==> config.mk <==
export PLATFORM = sky130hd
export DESIGN_NAME = mem_stage
export DESIGN_NICKNAME = d
export VERILOG_FILES = /design/src/rtl/mem_stage.sv
export SDC_FILE = /design/constraint.sdc
export NUM_CORES = 1
export LEC_CHECK = 0
export ABC_AREA = 1
export CAP_MARGIN = 20
export CORE_UTILIZATION = 40
export CTS_CLUSTER_SIZE = 40
export DETAILED_ROUTE_END_ITERATION = 8
export GPL_TIMING_DRIVEN = 0
export PLACE_DENSITY_LB_ADDON = 0.05
export REMOVE_ABC_BUFFERS = 1
export SYNTH_ARGS = -nofsm -noshare
export SYNTH_HDL_FRONTEND = slang
export SYNTH_SLANG_ARGS = --single-unit
export TNS_END_PERCENT = 10
==> constraint.sdc <==
create_clock -name clk -period 1.53 [get_ports clk]
set_input_delay 0.306 -clock clk [delete_from_list [all_inputs] [get_ports clk]]
set_output_delay 0.306 -clock clk [all_outputs]
set_load 0.02 [all_outputs]
==> src/rtl/mem_stage.sv <==
// MEM stage: EX/MEM pipeline register, data-memory handshake FSM, MEM/WB
// pipeline register and the pipeline stall raised while an access is pending.
// Optional build macro MEM_TIMEOUT_EN adds an access watchdog (bus_err).
module mem_stage #(
  parameter int DATA_W  = 32,
  parameter int REG_W   = 5,
  parameter int TIMEOUT = 255
) (
  input  logic              clk,
  input  logic              reset_n,
  input  logic              ex_valid,
  input  logic [DATA_W-1:0] ex_alu_result,
  input  logic [DATA_W-1:0] ex_store_data,
  input  logic [REG_W-1:0]  ex_write_reg,
  input  logic [3:0]        ex_ctrl,
  output logic              stall,
  output logic [DATA_W-1:0] exmem_alu_result,
  output logic [REG_W-1:0]  exmem_write_reg,
  output logic              exmem_regwrite,
  output logic              dmem_req,
  output logic              dmem_we,
  output logic [DATA_W-1:0] dmem_addr,
  output logic [DATA_W-1:0] dmem_wdata,
  input  logic [DATA_W-1:0] dmem_rdata,
  input  logic              dmem_ack,
  output logic              memwb_regwrite,
  output logic [REG_W-1:0]  memwb_write_reg,
  output logic [DATA_W-1:0] memwb_write_data,
  output logic              align_err,
  output logic              bus_err
);

  localparam logic [0:0] S_IDLE   = 1'b0;
  localparam logic [0:0] S_ACCESS = 1'b1;

  // ctrl bit positions: {regwrite, memtoreg, memread, memwrite}
  localparam int C_RW = 3, C_M2R = 2, C_MR = 1, C_MW = 0;

  logic [0:0]        state_q, state_d;
  logic              em_valid_q;
  logic [3:0]        em_ctrl_q;
  logic [DATA_W-1:0] em_alu_q, em_wdata_q;
  logic [REG_W-1:0]  em_reg_q;
  logic              mw_regwrite_q, mw_memtoreg_q;
  logic [REG_W-1:0]  mw_reg_q;
  logic [DATA_W-1:0] mw_alu_q, mw_rdata_q;

  logic access, mem_op, misalign, ex_aligned_mem, timeout_hit, advance;

  assign access   = (state_q == S_ACCESS);
  assign mem_op   = em_valid_q && (em_ctrl_q[C_MR] || em_ctrl_q[C_MW]);
  assign misalign = mem_op && (em_alu_q[1:0] != 2'b00);
  assign ex_aligned_mem = ex_valid && (ex_ctrl[C_MR] || ex_ctrl[C_MW]) &&
                          (ex_alu_result[1:0] == 2'b00);

`ifdef MEM_TIMEOUT_EN
  logic [7:0] cnt_q;
  logic       bus_err_q;

  // Abort on the ACCESS cycle whose missing ack would bring the count to
  // TIMEOUT; an ack in that same cycle completes normally.
  assign timeout_hit = access && !dmem_ack && (cnt_q == 8'(TIMEOUT - 1));

  // Watchdog counter: cleared whenever the pipeline advances (covers entry
  // to ACCESS), counts every stalled ACCESS cycle.
  always_ff @(posedge clk or negedge reset_n) begin
    if (!reset_n) begin
      cnt_q     <= '0;
      bus_err_q <= 1'b0;
    end else begin
      cnt_q     <= stall ? cnt_q + 8'd1 : 8'd0;
      bus_err_q <= timeout_hit;
    end
  end
  assign bus_err = bus_err_q;
`else
  logic unused_timeout;
  assign unused_timeout = (TIMEOUT != 0);
  assign timeout_hit    = 1'b0;
  assign bus_err        = 1'b0;
`endif

  assign stall   = access && !dmem_ack && !timeout_hit;
  assign advance = !stall;

  // Next state: on any advance, ACCESS iff the op being captured is an aligned
  // memory op. An aborted access advances too, so a following memory op still
  // gets its own request instead of sitting unserviced in EX/MEM.
  always_comb begin
    state_d = state_q;
    if (advance) state_d = ex_aligned_mem ? S_ACCESS : S_IDLE;
  end

  // FSM state register
  always_ff @(posedge clk or negedge reset_n) begin
    if (!reset_n) state_q <= S_IDLE;
    else          state_q <= state_d;
  end

  // EX/MEM register: loads when not stalled; a bubble clears all control.
  always_ff @(posedge clk or negedge reset_n) begin
    if (!reset_n) begin
      em_valid_q <= 1'b0;
      em_ctrl_q  <= '0;
      em_alu_q   <= '0;
      em_wdata_q <= '0;
      em_reg_q   <= '0;
    end else if (advance) begin
      em_valid_q <= ex_valid;
      em_ctrl_q  <= ex_valid ? ex_ctrl : 4'b0000;
      em_alu_q   <= ex_alu_result;
      em_wdata_q <= ex_store_data;
      em_reg_q   <= ex_write_reg;
    end
  end

  // MEM/WB register: writes back only completed, well-formed ops; while
  // stalled it takes a bubble so WB never sees the same op twice.
  always_ff @(posedge clk or negedge reset_n) begin
    if (!reset_n) begin
      mw_regwrite_q <= 1'b0;
      mw_memtoreg_q <= 1'b0;
      mw_reg_q      <= '0;
      mw_alu_q      <= '0;
      mw_rdata_q    <= '0;
    end else if (advance) begin
      mw_regwrite_q <= em_valid_q && em_ctrl_q[C_RW] && !misalign && !timeout_hit;
      mw_memtoreg_q <= em_ctrl_q[C_M2R];
      mw_reg_q      <= em_reg_q;
      mw_alu_q      <= em_alu_q;
      mw_rdata_q    <= dmem_rdata;
    end else begin
      mw_regwrite_q <= 1'b0;
    end
  end

  assign exmem_alu_result = em_alu_q;
  assign exmem_write_reg  = em_reg_q;
  assign exmem_regwrite   = em_valid_q && em_ctrl_q[C_RW];

  assign dmem_req   = access;
  assign dmem_we    = access && em_ctrl_q[C_MW];
  assign dmem_addr  = access ? {em_alu_q[DATA_W-1:2], 2'b00} : '0;
  assign dmem_wdata = access ? em_wdata_q : '0;

  assign align_err = misalign;

  assign memwb_regwrite   = mw_regwrite_q;
  assign memwb_write_reg  = mw_reg_q;
  assign memwb_write_data = mw_memtoreg_q ? mw_rdata_q : mw_alu_q;

endmodule

Yosys cells after proc, flatten, opt, wreduce, memory -nomap -nowiden --
Cells that the tools add are included.
Storage, ports and cells: register bits 146, latch bits 0, memory bits (writable) 0, bits in read-only memories 0, memories kept 0
Operators by class: add/sub/neg operators 0, multipliers 0, divide/modulo/power cells 0, $lt $le $gt $ge 0, equal/unequal tests 0, shift operators 0, mux-type cells 6, bitwise operators 0, reductions and logical operators 14
Operator list (number):
- 32-bit two-way mux | 3
- 1-bit logical AND | 8
- 4-bit two-way mux | 1
- 1-bit zero test | 2
- 2-bit zero test | 1
- 1-bit logical OR | 2
- 1-bit two-way mux | 2
- 2-bit nonzero test | 1

Depth between registers and ports, before layout --
depth after elaboration 6, mapped depth 7

Least setup slack after synthesis --
OpenSTA, ideal clock, no wires.
kind register to output, start point reg mw_memtoreg_q, end point out memwb_write_data[24], arrival 1.182 ns, data required time 1.224 ns, path slack 0.042 ns, stages on the path, launching flop included 4, buffers on the path 2, cells stage by stage dfrtp_1 > buf_2 > clkbuf_1 > o21ai_0
On the way: longest elaborated chain between the ends 1
RTL lines:
- start: declaration | line 44 | logic mw_regwrite_q, mw_memtoreg_q;
- start signal: assignment | line 128 | mw_memtoreg_q <= em_ctrl_q[C_M2R];
- 32-bit two-way mux | line 150 | assign memwb_write_data = mw_memtoreg_q ? mw_rdata_q : mw_alu_q;
- end: declaration | line 28 | output logic [DATA_W-1:0] memwb_write_data,
Every way passes these cells.

Worst setup path after layout --
start point reg state_q (netlist: dmem_req), end point out stall
On the way: longest elaborated chain between the ends 1
RTL lines:
- start: declaration | line 39 | logic [0:0] state_q, state_d;
- start signal: assignment | line 97 | else state_q <= state_d;
- 1-bit logical AND | line 83 | assign stall = access && !dmem_ack && !timeout_hit;
- end: declaration | line 16 | output logic stall,
Every way passes these cells.

==> reports/metrics.csv <==
metric;value;unit
first-pass GRT wire length;28430;um
die area;16680;um2
worst min path class;primary input to async pin;
CP peak stage delay;0.54;ns
#FFs+latches synth;146;
yosys warns;0;
CP required;1.22;ns
Register Area;3659;um2
CTS buffer count;17;
DRT iter0 DRCs;323;
Congestion Overflow GR;0;
Fillers;1435;
area delta synth->final;57.55;%
share of cells above drive strength 1;21.60;%
R2R Path End;mw_alu_q[23];
register area share after synthesis;56.50;%
Vias;5939;
drt total wl;20060;um
Global Route Usage Sum;22.97;%
worst r2r src;dmem_req;
synth unique cells;16;
RSZ-0062 raised after global routing;true;
Pins Over Slew Limit;0;
worst-margin pin slew;0.5161;ns
H-tree lvl count;4;
CTS tree;done;
I/O pins;254;
Cell Area, Synth;6466;um2
Final GP Congestion;0.7232;
slowest CP cell;dfrtp_4;
CP Cell Sequence;buf_16 -> nand2_8 -> buf_16 -> clkinv_16 -> buf_8;
Most common cell on crit path;buf_16;
standard-cell rows;46;
failing checks;negative setup slack;
initial antenna violation count;0;
CP top delay family;flip-flops;
CP Max Fanout;5;
vias per cell;4.476;
dpl ws;-1.606;ns
number of global-route vias before repair;5250;
largest net degree at the start of global routing;97;
crit end category;primary output;
power density cells;1075;nW/um2
Port Buf Inserts;250;
Max transition margin;65.59;%
drt pass-1 iters;4;
Die Span X;129.1;um
Max Cap Viol;0;
status;finished, violations left;
cell taking the most area after synthesis;dfrtp_1;
routed len/inst;15.11;um
Setup CP Type;flip-flop to primary output;
Clock Tree Buf Depth;2;
Pleak;5.686;nW
Residual DRC;0;
synth top area cells;dfrtp_1 (57%), nand2_1 (26%), inv_1 (5.8%);
Starting Density;40.85;%
minimum clock period;1.830;ns
final-report setup violation count;223;
Syn Inst Count;832;
final antenna-violating net count;0;
Hold WS;0.4066;ns
worst setup margin;-0.2996;ns
Clock Latency Late Sink;0.42;ns
CP Launch Type;flip-flop;
Max Freq;546.6;MHz
synthesized area per cell;7.772;um2
Final Hold Fails;0;
Crit path buffers/inverters;4;
Max VDD drop;759.4;uV
core area;15830;um2
Die H;129.1;um
multi-input combinational cell area;2285;um2
CTS sink count;146;
Tcrit/Tclk final;119.6;%
CP arrival;1.52;ns
FF-to-FF setup slack;-0.15;ns
root buffer cell;clkbuf_16;
clk slew on worst S/H paths;0.06;ns
detailed placer's ending HPWL;10660;um
skew final;0.005584;ns
Synth top area share;56.50;%
n_diodes;0;
Worst R2R Path Depth;6;
Nets;1208;
## layer usage
layer | track usage [%] | up-vias | routed length [um]
li1 | - | 2998 | -
met4 | 6.228 | 0 | 191
met5 | 0 | - | 0
met1 | 28.81 | 2742 | 8620
met2 | 37.51 | 182 | 9583
met3 | 8.258 | 17 | 1660
## metrics by stage
step           instances  setup TNS (ns)  total power [mW]  utilization, %  area (um2)
2_1_floorplan        786         -309.17             5.383               -        6161
3_3_place_gp        1252        -1572.08             6.546           56.44        8934
3_5_place_dp        1257         -166.09             6.593           57.30        9069
4_1_cts             1306          -32.76             10.84           61.08        9668
5_1_grt             1327          -46.57             11.43           64.36       10190
6_report            1327          -32.62             10.95           64.36       10190
## layout by cell type (no fill, tap or decap), drive strengths merged
cell	count
nand3	5
clkinvlp	4
or2	1
bufbuf	3
bufinv	2
dlygate4sd3	1
nor2	4
dfrtp	146
clkinv	3
clkbuf	34
clkdlybuf4s50	107
buf	130
clkdlybuf4s15	5
conb	3
nand2	459
a21oi	1
dlygate4sd2	32
inv	103
o21ai	68
## cells in the mapped netlist
library cell and instances:
nand2_1 456, dfrtp_1 146, inv_1 100, o21ai_0 65, buf_4 20, clkbuf_1 12, buf_2 10, buf_6 6
nand3_1 5, nor2_1 4, o21ai_1 3, a21oi_1 1, conb_1 1, inv_4 1, nand2_4 1, or2_2 1
## what timing repair did
action	4_1_cts	5_1_grt
setup endpoints to repair	288	245
resized for setup	574	149
hold endpoints to repair	50	0
cloned	9	7
pin swaps	2	2
setup buffers	8	15
hold buffers	1	0
## where the power goes
part	internal (mW)	switching, mW	leakage [nW]
logic	1.04	1.27	3.67
registers	4.20	0.217	1.73
clock network	2.65	1.58	0.289
## worst max-delay path by stage
stage,slack (ns),to,depth (start not counted),startpoint
floorplan,-2.06,stall,2,dmem_req
global placement,-5.98,em_wdata_q[13],1,reset_n
detailed placement,-1.61,stall,5,dmem_req
CTS,-0.35,stall,5,dmem_req
global route,-0.35,stall,5,dmem_req
finish,-0.30,stall,5,dmem_req
## final cells by class
class | count | area share [%]
Clock buffer | 23 | 4.986
Clock inverter | 8 | 0.9826
Inverter | 101 | 3.979
Multi-Input combinational cell | 541 | 22.43
Sequential cell | 146 | 35.91
Tap cell | 216 | 2.653
Timing Repair Buffer | 289 | 28.75
Timing Repair inverter | 3 | 0.3070
## kinds of logic (layout without fill, tap and decap cells)
| family | Yosys count | count (layout) | synth area share (%) |
|---|---|---|---|
| buffers and inverters | 149 | 424 | 10.74 |
| AND/OR/NAND/NOR | 467 | 469 | 27.36 |
| AO/OA/AOI/OAI | 69 | 69 | 5.340 |
| flip-flops | 146 | 146 | 56.50 |
| other | 1 | 3 | 0.05799 |
Note: power is estimated with default switching activity, not from simulation.
